`config.mk`:
```
export PLATFORM = sky130hd
export DESIGN_NAME = fetch_unit
export DESIGN_NICKNAME = d
export VERILOG_FILES = /design/src/rtl/fetch_unit.sv
export SDC_FILE = /design/constraint.sdc
export NUM_CORES = 1
export LEC_CHECK = 0
export ABC_AREA = 1
export BUFFER_PORTS_ARGS = -buffer_cell sky130_fd_sc_hd__buf_2
export CORE_MARGIN = 2
export CORE_UTILIZATION = 55
export CTS_CLUSTER_SIZE = 8
export DETAILED_ROUTE_END_ITERATION = 6
export GPL_TIMING_DRIVEN = 0
export PLACE_DENSITY = 0.95
export SLEW_MARGIN = 25
export SYNTH_ARGS = -nofsm -noshare
export SYNTH_HDL_FRONTEND = slang
export SYNTH_SLANG_ARGS = --single-unit
```
`constraint.sdc`:
```
create_clock -name clk -period 3.3 [get_ports clk]
set_input_delay 0.66 -clock clk [delete_from_list [all_inputs] [get_ports clk]]
set_output_delay 0.66 -clock clk [all_outputs]
set_load 0.03 [all_outputs]
```
`src/rtl/fetch_unit.sv`:
```
`default_nettype none
// ============================================================================
// Module   : fetch_unit
// Purpose  : Instruction-fetch stage. Holds the fetch PC, drives a synchronous
//            instruction memory (one-cycle read latency), presents ir/pc1/flush
//            to the decoder, skids one pending instruction across stalls and
//            discards wrong-path instructions on an execute redirect.
// Ports    : clk, rst_n          - clock, async active-low reset
//            stall               - decoder cannot accept a new instruction
//            redirect_valid/pc   - taken control transfer resolved in execute
//            imem_addr/imem_rdata- synchronous instruction memory port
//            ir, pc1, flush      - decoder interface
// Revision : 1.0 - initial release
// ============================================================================
module fetch_unit #(
  parameter logic [31:0] RESET_PC = 32'h0000_0000,
  parameter logic [31:0] NOP_INSN = 32'h0000_0013
) (
  input  logic        clk,
  input  logic        rst_n,
  input  logic        stall,
  input  logic        redirect_valid,
  input  logic [31:0] redirect_pc,
  output logic [31:0] imem_addr,
  input  logic [31:0] imem_rdata,
  output logic [31:0] ir,
  output logic [31:0] pc1,
  output logic        flush
);

  logic [31:0] fpc;
  logic        valid;    // imem_rdata this cycle is the word for pc1
  logic        held;     // the word for pc1 sits in ir_hold
  logic [31:0] ir_hold;

  // Redirect targets are word aligned; the low bits are deliberately dropped.
  logic unused_redirect_lsbs;
  assign unused_redirect_lsbs = ^redirect_pc[1:0];

  assign imem_addr = fpc;
  assign ir        = held ? ir_hold : (valid ? imem_rdata : NOP_INSN);
  assign flush     = redirect_valid | stall | ~(held | valid);

  always_ff @(posedge clk or negedge rst_n) begin
    if (!rst_n) begin
      fpc     <= RESET_PC;
      pc1     <= RESET_PC;
      valid   <= 1'b0;
      held    <= 1'b0;
      ir_hold <= NOP_INSN;
    end else if (redirect_valid) begin
      // Both the pending and the in-flight fetch are wrong-path: drop them.
      fpc   <= {redirect_pc[31:2], 2'b00};
      valid <= 1'b0;
      held  <= 1'b0;
    end else if (stall) begin
      // Capture the pending word before memory moves on to mem[fpc].
      if (valid && !held) begin
        ir_hold <= imem_rdata;
        held    <= 1'b1;
      end
      valid <= 1'b0;
    end else begin
      // fpc was frozen during any stall, so mem[fpc] is already on the
      // memory output next cycle: no refetch penalty on release.
      pc1   <= fpc;
      fpc   <= fpc + 32'd4;
      valid <= 1'b1;
      held  <= 1'b0;
    end
  end

endmodule
`default_nettype wire

```
Word level (Yosys, flattened, before mapping). Cells that the tools add are included.

Word-level logic and storage cells: 27. Output and inout port bits: 97. Flip-flop bits (word level): 98.

Reduce and logical (&&, ||, !) cells: 4. Equal/unequal tests: 2. Add/subtract/negate cells: 1. Bitwise logic cells: 6. Mux-type cells: 9.

Operator list (number): 32-bit 2-to-1 mux (4); 32-bit by 3-bit adder with 32-bit output, second input constant (1); 1-bit 2-to-1 mux (5); 3-bit by 1-bit inequality test with 1-bit output, second input constant (1); 1-bit inverter (3); 1-bit bitwise OR (3); 3-bit AND reduction (1); 2-bit by 1-bit inequality test with 1-bit output, second input constant (1); 2-bit AND reduction (1); 1-bit logical AND (1); 1-bit zero test (1).

Longest topological paths before layout. Gate-level depths: netlist of run 1.

Depth after elaboration: 5. Depth in mapped cells: 8. Depth with buffers taken out: 8.

Worst setup path after synthesis of run 1. OpenSTA, ideal clock, no wires.

Path type: register to output. Start: reg held. End: out ir[21]. Arrival: 1.639 ns. Data required time: 2.640 ns. Stages on the path, launching flop included: 6. Setup slack: 1.001 ns. Path through: dfrtp_1 > nor2_4 > inv_1 > clkbuf_2 > buf_2 > o21ai_0.

Cells in the longest elaborated chain, start to end: 1.

Ends and longest elaborated chain: from (decl) (RTL line 33) `logic held;`; from (signal assigned) (RTL line 49) `held <= 1'b0;`; from (signal assigned) (RTL line 55) `held <= 1'b0;`; from (signal assigned) (RTL line 60) `held <= 1'b1;`; 32-bit 2-to-1 mux (RTL line 41) `assign ir = held ? ir_hold : (valid ? imem_rdata : NOP_INSN);`; to (decl) (RTL line 26) `output logic [31:0] ir,`.

No other way between the ends.

Final worst setup path of run 1.
Start: reg held. End: out ir[26].

Same word-level chain as after synthesis.

==> run_results.csv, run 1 <==
group,metric,value,unit
outcome,status,"finished clean",
hold_path,hold_class,"in2async",
worst_setup_path,cpPeakStageDelay,0.44,ns
run,cap_violations,0,
synth,synth_top_family_by_area,"simple AND/OR/NAND/NOR gates",
synth,synth_edf_count,0,
floorplan,fp.coreArea,8721,sq um
clock_network,tritoncts,"yes",
timing,period_minus_slack,2.527,ns
synth,muxShareOfSynthArea,0,%
synth,synth.cell_area,4954,sq um
synth,post-synth-top-area-cell,"dfrtp_1",
timing,worstMarginPinSlew,0.6308,ns
placement,dp_hpwl,10020,um
route,drtIter0Drc,412,
synth,yosysTopAreaCellShare,45.97,%
worst_setup_path,cp.required,2.64,ns
worst_setup_path,end_kind,"primary output",
pwr,power_density,495.4,nW/um^2
layout,nNetsFinal,897,
route,wl,13640,um
synth,synth.most_common_cell,"nand2_1",
timing,max_slew_margin,57.95,%
layout,final_cells,940,
synth,synth_area_leaders,"dfrtp_1 (46%), nand2_1 (12%), nor2_1 (8.0%)",
synth,yosys_warnings,0,
layout,area_growth,23.34,%
synth,synthAdderAreaFrac,0.2526,%
worst_setup_path,cp_cell_sequence,"nor2_4 > inv_1 > clkbuf_2 > buf_2 > o21ai_0 > buf_2",
placement,port_buffers,157,
timing,hold_viol,0,
clock_network,clkSinkCount,94,
synth,ys_ff_latch,94,
synth,yosysSeqAreaShare,47.56,%
clock_network,cts_max_level,3,
route,wire_per_inst,14.51,um
floorplan,die_h,98.90,um
route,num_vias,5084,
placement,gp_congestion,0.9424,
timing,slew_viol_final,0,
timing,fin_skew,0.01678,ns
route,drt_pass1_iterations,5,
synth,async_reset_ff_share,100.0,%
grt,grt_antenna_before_repair,0,
synth,synthSimpleGateAreaFrac,31.55,%
synth,synth_common_cells,"nand2_1 (160), nor2_1 (105), dfrtp_1 (91)",
clock_network,clkLatencyLatePin,0.36,ns
synth,synth_cells,656,
grt,grtUsageTotal,28.34,%
clock_network,cts_setup_buffers,0,
clock_network,clk_pin_slew_worst_paths,0.08,ns
timing,hold-worst-slack,0.1820,ns
worst_setup_path,cp_num_buf_inv,4,
clock_network,cts.path.max_buffers,2,
worst_setup_path,crit_cells,6,
route,drc,0,
synth,synthXorXnorAreaFrac,0,%
synth,syn_area_per_cell,7.551,sq um
pwr,total_power,3.027,mW
timing,post-route-period-util,76.59,%
placement,place_inst,925,
route,routed_via_density,5.409,
floorplan,fp.dieW,98.90,um
clock_network,cts_buffers,9,
worst_setup_path,reg2reg_depth,8,
layout,antenna_cells,0,
worst_setup_path,crit_arrival,1.87,ns
timing,rsz0062_at_grt,"false",
worst_setup_path,critPathLaunchType,"flop",
synth,yosys_most_used_dff,"dfrtp_1",
floorplan,initial_utilization,56.80,%
synth,synth_compound_area_share,10.68,%
clock_network,hold_buffers,0,
pwr,p_leak,3.216,nW
pwr,ir_drop,306.3,uV
route,ant_nets,0,
grt,grt_pass1_wl,22270,um
worst_setup_path,criticalPathCategory,"reg2out",
worst_setup_path,critPathTopFamily,"buffers and inverters",
layout,drive_above_1_share,26.56,%
timing,fmax,0.3957,GHz
grt,grt_start_max_net_pins,62,
floorplan,core.rowCount,34,
clock_network,cts-root-buf,"clkbuf_8",
grt,first_global_vias,4680,
clock_network,postCtsResizedCells,0,
floorplan,io_pins,165,
worst_setup_path,slowest_stage,"dfrtp_1",
floorplan,die_area,9781,sq um
worst_setup_path,path_max_fanout,10,
timing,setup_tns,0,ns
synth,yosysUniqueCellTypes,30,
grt,overflow,0,
timing,setup_viol,0,
worst_setup_path,cp_common_cell,"buf_2",
==> state kept, by name (all words and copies together) (netlist names) <==
| name | count |
|---|---|
| held | 1 |
| imem_addr | 30 |
| ir_hold | 32 |
| pc1 | 30 |
| valid | 1 |
==> stage by stage <==
stage	instance area, sq um	util, %	worst slack [ns]
after floorplan	4965	-	1.001
after global placement	5886	67.49	0.6916
after detailed placement	5919	67.88	1.028
after CTS	6110	70.06	0.7434
after global routing	6110	70.06	0.5622
final	6110	70.06	0.7727
==> where the power goes <==
part           switching [mW]  internal (mW)
clock network           0.389          0.368
registers               0.135           1.33
logic                   0.553          0.251
==> layout make-up <==
class	count	area, sq um
Buffer	30	196.4
Clock buffer	12	145.1
Clock inverter	3	45.04
Fill cell	729	2611
Inverter	78	292.8
Multi-Input combinational cell	457	2120
Sequential cell	94	2356
Tap cell	108	135.1
Timing Repair Buffer	158	819.5
==> cell families (layout without fill, tap and decap cells) <==
group / Yosys count / in the layout
AO/OA/AOI/OAI: 96 / 96
adder cells (fa/ha/maj): 1 / 1
buffers and inverters: 108 / 281
flip-flops: 94 / 94
other: 1 / 4
AND/OR/NAND/NOR: 356 / 356
==> cells in the final DEF (no fill, tap or decap), types with 2 or more instances in the layout <==
master	netlist	final
nand2_2	4	4
clkbuf_1	5	7
dfrtp_1	91	91
clkbuf_8	0	10
a22o_1	8	8
nor2_4	5	5
nor3_1	2	2
buf_4	6	6
nand2_1	160	160
clkinvlp_4	0	2
nor2_8	2	2
inv_1	75	75
nand3_1	55	55
inv_2	3	3
nor2_2	5	5
o21ai_0	43	43
conb_1	1	4
nor2_1	105	105
dfstp_2	3	3
o211ai_1	5	5
buf_6	6	7
clkbuf_2	2	2
o21ai_1	33	33
nand3b_1	4	4
nand3_2	2	2
nand4_1	11	11
buf_2	11	167
a21oi_1	5	5
==> path summary, 6_finish.rpt <==
| path | start | endpoint | slack [ns] |
|---|---|---|---|
| worst max register to register | imem_addr[3]$_DFFE_PN0N_ | imem_addr[28]$_DFFE_PN0N_ | 1.66 |
| worst max-delay path | held$_DFFE_PN0P_ | ir[26] | 0.77 |
| worst min register to register | pc1[20]$_DFFE_PN0P_ | pc1[20]$_DFFE_PN0P_ | 0.48 |
| max in group asynchronous | rst_n | pc1[31]$_DFFE_PN0P_ | 2.53 |
| worst min-delay path | rst_n | ir_hold[27]$_DFFE_PN0P_ | 0.18 |
| min in group clk | pc1[20]$_DFFE_PN0P_ | pc1[20]$_DFFE_PN0P_ | 0.48 |
==> metal layers <==
layer  share of wire, %  GRT usage [%]
met5                  0              0
met4                2.8          11.80
met3                 11          4.397
met2                 47          46.00
met1                 40          38.15
(Power assumes the default switching activity.)
==> run 2: changes to the inputs <==
Settings changed: CORE_UTILIZATION 55 to 51, PLACE_DENSITY 0.95 to 0.91.
Clock period 3.3 ns to 2.6 ns, I/O delays scaled along.
==> run 2 against run 1 <==
Effect of this change: critical endpoint is now ir[21]; first-iteration DRC count fell by 18%; die area rose by 7.5%; clock skew fell by 0.0022 ns; combinational power rose by 27%; clock-buffer cell count fell by 2; via count fell by 1.8%; sequential power rose by 27%; clock power rose by 43%; worst hold slack got worse by 0.12 ns; sequential cell count did not move; critical path depth did not move.
==> run_results.csv, run 2 (synthesis results as in run 1) <==
group,metric,value,unit
route,routed_via_density,5.196,
floorplan,core.rowCount,35,
clock_network,tritoncts,"yes",
grt,grtUsageTotal,26.96,%
timing,fmax,0.4153,GHz
clock_network,cts_buffers,9,
worst_setup_path,criticalPathCategory,"reg2out",
clock_network,cts-root-buf,"clkbuf_8",
worst_setup_path,path_max_fanout,10,
outcome,status,"finished clean",
pwr,ir_drop,401.9,uV
timing,max_slew_margin,61.73,%
placement,port_buffers,157,
hold_path,hold_class,"in2async",
pwr,p_leak,3.232,nW
grt,top_usage_layer,"met2",
worst_setup_path,end_kind,"primary output",
run,cap_violations,0,
timing,fin_ws,0.1918,ns
worst_setup_path,reg2reg_depth,8,
timing,setup_viol,0,
worst_setup_path,cp_cell_sequence,"nor2_4 > inv_1 > clkbuf_2 > buf_2 > o21ai_0 > buf_2",
placement,place_ws,0.5297,ns
clock_network,cts.path.max_buffers,2,
floorplan,fp.dieW,102.6,um
grt,grt_pass1_wl,22050,um
clock_network,cts_max_level,3,
timing,setup_tns,0,ns
grt,overflow,0,
floorplan,die_area,10520,sq um
layout,nNetsFinal,897,
clock_network,hold_buffers,0,
grt,grt_use_met2,44.39,%
placement,gp_congestion,0.9352,
route,drtIter0Drc,339,
worst_setup_path,cp.required,2.08,ns
layout,final_cell_mix,"buf_2 (166), nand2_1 (160), nor2_1 (105)",
layout,top_register,"ir_hold",
timing,hold-worst-slack,0.06516,ns
worst_setup_path,cp_common_cell,"buf_2",
clock_network,cts_setup_buffers,0,
layout,layout_commonest_cell,"buf_2",
floorplan,fp.coreArea,9328,sq um
timing,rsz0062_at_grt,"false",
grt,grt_start_max_net_pins,57,
timing,post-route-period-util,92.62,%
grt,grtUsageMet1,35.08,%
grt,use_met3,6.508,%
worst_setup_path,cp_num_buf_inv,4,
worst_setup_path,crit_cells,6,
clock_network,clkLatencyLatePin,0.36,ns
layout,antenna_cells,0,
route,drc,0,
route,drt_pass1_iterations,5,
layout,largest_register_ffs,32,
floorplan,initial_utilization,53.11,%
worst_setup_path,critPathLaunchType,"flop",
layout,area_growth,24.55,%
worst_setup_path,rrSetupSlack,0.95,ns
timing,fin_skew,0.01461,ns
clock_network,clkSinkCount,94,
pwr,power_density,641.9,nW/um^2
timing,slew_viol_final,0,
timing,period_minus_slack,2.408,ns
floorplan,io_pins,165,
route,wire_per_inst,14.39,um
timing,worstMarginPinSlew,0.5740,ns
worst_setup_path,cpPeakStageDelay,0.44,ns
grt,first_global_vias,4612,
layout,final_cell_area,6170,sq um
placement,placed_area,5946,sq um
grt,grt_antenna_before_repair,0,
worst_setup_path,crit_arrival,1.89,ns
floorplan,die_h,102.6,um
clock_network,clk_pin_slew_worst_paths,0.09,ns
route,ant_nets,0,
route,num_vias,4993,
layout,drive_above_1_share,26.80,%
route,wl,13830,um
worst_setup_path,slowest_stage,"dfrtp_1",
timing,hold_viol,0,
worst_setup_path,critPathTopFamily,"buffers and inverters",
placement,dp_hpwl,10020,um
==> run 2: per-layer routing <==
metal	part of all wire [%]	routed length, um	vias to the layer above
li1	-	-	2424
met1	41	5642	2255
met2	47	6524	282
met3	10	1397	32
met4	1.9	268	0
met5	0	0	-
==> run 2: cell type report <==
class | instances | area (sq um)
fillers | 799 | 3158
flip-flops and latches | 94 | 2356
multi-input cells | 457 | 2120
repair buffers | 158 | 822.0
inverters | 78 | 292.8
plain buffers | 30 | 196.4
well taps | 129 | 161.4
clock buffers | 10 | 137.6
clock inverters | 5 | 83.83
==> run 2: what timing repair did <==
item / CTS / global route
setup endpoints to repair: 0 / 1
resized for setup: 0 / 2
endpoints found under the hold margin: 0 / 0
==> run 2: path summary, 6_finish.rpt <==
check,start,end
max,held$_DFFE_PN0P_,ir[21]
min,rst_n,ir_hold[26]$_DFFE_PN0P_
max reg2reg,imem_addr[3]$_DFFE_PN0N_,imem_addr[28]$_DFFE_PN0N_
min reg2reg,pc1[13]$_DFFE_PN0P_,pc1[13]$_DFFE_PN0P_
max in group asynchronous,rst_n,ir_hold[4]$_DFFE_PN1P_
min in group clk,redirect_pc[5],imem_addr[5]$_DFFE_PN0N_
==> run 2: power breakdown <==
| group | total [mW] | internal [mW] | switching [mW] |
|---|---|---|---|
| logic | 1.02 | 0.320 | 0.705 |
| clock network | 1.08 | 0.564 | 0.515 |
| registers | 1.86 | 1.69 | 0.168 |
==> run 2: worst reg2reg max path, delay by kind of cell, from the launching register on <==
family        cells  cell delay [ns]
flops             1             0.45
fa+ha+maj         1             0.22
simple gates      7             0.88
==> run 2: stage by stage <==
stage | util, % | total power, mW | cells
5_1_grt | 66.14 | 4.173 | 961
3_5_place_dp | 63.74 | 2.902 | 946
4_1_cts | 66.12 | 3.980 | 961
3_3_place_gp | 63.38 | 2.867 | 945
6_report | 66.14 | 3.960 | 961
2_1_floorplan | - | 2.537 | 659
==> run 3: changes to the inputs <==
Settings changed: CORE_UTILIZATION 51 to 53, CTS_BUF_LIST from default to sky130_fd_sc_hd__clkbuf_8, PLACE_DENSITY 0.91 to 0.93, RECOVER_POWER from default to 50.
==> run 3 against run 2 <==
Effect of this change: the flow now finishes with violations (capacitance limit, slew limit); non-clock buffer count did not move; global-route usage rose by 1.1 points; cell count fell by 1.8%; die area shrank 3.6%; critical path type unchanged.
==> run_results.csv, run 3 (synthesis results as in run 1) <==
group,metric,value,unit
outcome,status,"complete, but fails checks",
outcome,violations,"capacitance limit, slew limit",
floorplan,initial_utilization,54.12,%
route,drtIter0Drc,293,
worst_setup_path,cpPeakStageDelay,0.45,ns
timing,setup_viol,0,
grt,first_global_vias,4641,
placement,gp_congestion,0.9496,
floorplan,die_h,100.7,um
worst_setup_path,cp_num_buf_inv,4,
worst_setup_path,path_max_fanout,10,
layout,final_core_util,66.43,%
clock_network,cts_max_level,3,
worst_setup_path,end_kind,"primary output",
run,cap_violations,1,
floorplan,die_area,10140,sq um
layout,layout_commonest_cell,"nand2_1",
layout,area_growth,22.73,%
timing,hold_viol,0,
grt,grt_antenna_before_repair,0,
route,drt_pass1_iterations,5,
placement,place_ws,0.5550,ns
route,drc,0,
route,wl,13710,um
clock_network,cts_setup_buffers,0,
worst_setup_path,critPathTopFamily,"buffers and inverters",
clock_network,tritoncts,"yes",
floorplan,fp.dieW,100.7,um
clock_network,cts_buffers,9,
layout,final_cell_mix,"nand2_1 (162), buf_2 (161), nor2_1 (105)",
timing,rsz0062_at_grt,"false",
timing,fmax,0.4160,GHz
worst_setup_path,cp_cell_sequence,"nor2_4 > inv_1 > clkbuf_2 > buf_2 > o21ai_0 > buf_2",
layout,antenna_cells,0,
pwr,p_leak,3.188,nW
clock_network,clk_pin_slew_worst_paths,0.09,ns
route,wire_per_inst,14.52,um
floorplan,fp.coreArea,9153,sq um
layout,nNetsFinal,897,
timing,setup_tns,0,ns
timing,max_slew_margin,-38.91,%
route,routed_via_density,5.346,
worst_setup_path,criticalPathCategory,"reg2out",
hold_path,hold_class,"in2reg",
timing,fin_skew,0.01775,ns
layout,top_register,"ir_hold",
pwr,power_density,660.1,nW/um^2
layout,largest_register_ffs,32,
placement,port_buffers,157,
timing,period_minus_slack,2.404,ns
clock_network,cts-root-buf,"clkbuf_8",
placement,dp_hpwl,10090,um
pwr,ir_drop,338.5,uV
worst_setup_path,slowest_stage,"dfrtp_1",
worst_setup_path,crit_arrival,1.88,ns
layout,nFillCells,805,
grt,overflow,0,
clock_network,clkLatencyLatePin,0.37,ns
grt,grt_pass1_wl,22370,um
timing,post-route-period-util,92.45,%
route,ant_nets,0,
timing,worstMarginPinSlew,2.084,ns
layout,drive_above_1_share,24.49,%
clock_network,hold_buffers,0,
route,num_vias,5047,
worst_setup_path,cp_common_cell,"buf_2",
worst_setup_path,cp.required,2.08,ns
timing,slew_viol_final,41,
floorplan,core.rowCount,35,
placement,place_inst,928,
clock_network,cts.path.max_buffers,2,
floorplan,io_pins,165,
worst_setup_path,critPathLaunchType,"flop",
timing,fin_ws,0.1963,ns
grt,grtUsageTotal,28.10,%
layout,final_cells,944,
clock_network,postCtsResizedCells,0,
clock_network,clkSinkCount,94,
grt,grt_start_max_net_pins,56,
[run 3: cell types whose count changed in the layout (fill, tap and decap cells not counted), sizes merged]
cell and delta:
clkinv -1, buf -12, clkbuf +11, bufinv +1, inv +3, clkinvlp -1
[run 3: per-layer routing]
| layer | GRT usage, % | vias up | part of all wire, % |
|---|---|---|---|
| met3 | 4.438 | 33 | 8.5 |
| met5 | 0 | - | 0 |
| li1 | - | 2423 | - |
| met2 | 45.03 | 277 | 48 |
| met1 | 38.00 | 2314 | 41 |
| met4 | 12.12 | 0 | 2.8 |
[run 3: worst paths after layout]
check                      slack [ns]                   endpoint                startpoint  depth (start not counted)
max                              0.20                     ir[25]          held$_DFFE_PN0P_                          6
min                              0.37   imem_addr[8]$_DFFE_PN0N_            redirect_pc[8]                          3
max reg2reg                      0.95  imem_addr[28]$_DFFE_PN0N_  imem_addr[2]$_DFFE_PN0N_                          8
min reg2reg                      0.48        pc1[13]$_DFFE_PN0P_       pc1[13]$_DFFE_PN0P_                          2
max in group asynchronous        0.50  imem_addr[13]$_DFFE_PN0N_                     rst_n                          2
min in group asynchronous        0.75    ir_hold[26]$_DFFE_PN0P_                     rst_n                          1
[run 3: tightest hold or removal path: stages]
cell     delay (ns)
buf_2          0.07
nand2_1        0.04
nand3_1        0.07
[run 3: power breakdown]
| group | internal [mW] | switching [mW] | total [mW] |
|---|---|---|---|
| Clock | 0.630 | 0.518 | 1.15 |
| Sequential | 1.69 | 0.171 | 1.86 |
| Combinational | 0.307 | 0.699 | 1.01 |
| Total | 2.62 | 1.39 | 4.01 |
[run 3: area by class of cell]
class,instances,area (sq um),share of cell area [%]
Inverter,78,292.8,4.816
Multi-Input combinational cell,457,2110,34.70
Clock buffer,9,123.9,2.037
Buffer,30,153.9,2.531
Clock inverter,7,108.9,1.790
Tap cell,111,138.9,2.284
Timing Repair Buffer,158,795.8,13.09
Sequential cell,94,2356,38.75
[run 3: per-stage QoR]
stage                     power, mW  hold WS (ns)  area, sq um
final                         4.013        0.3697         6080
after global routing          4.224        0.3540         6080
after CTS                     4.035       0.05792         6156
after detailed placement      2.903        0.4514         5923
after global placement        2.863        0.4493         5889
after floorplan               2.537        0.2244         4965
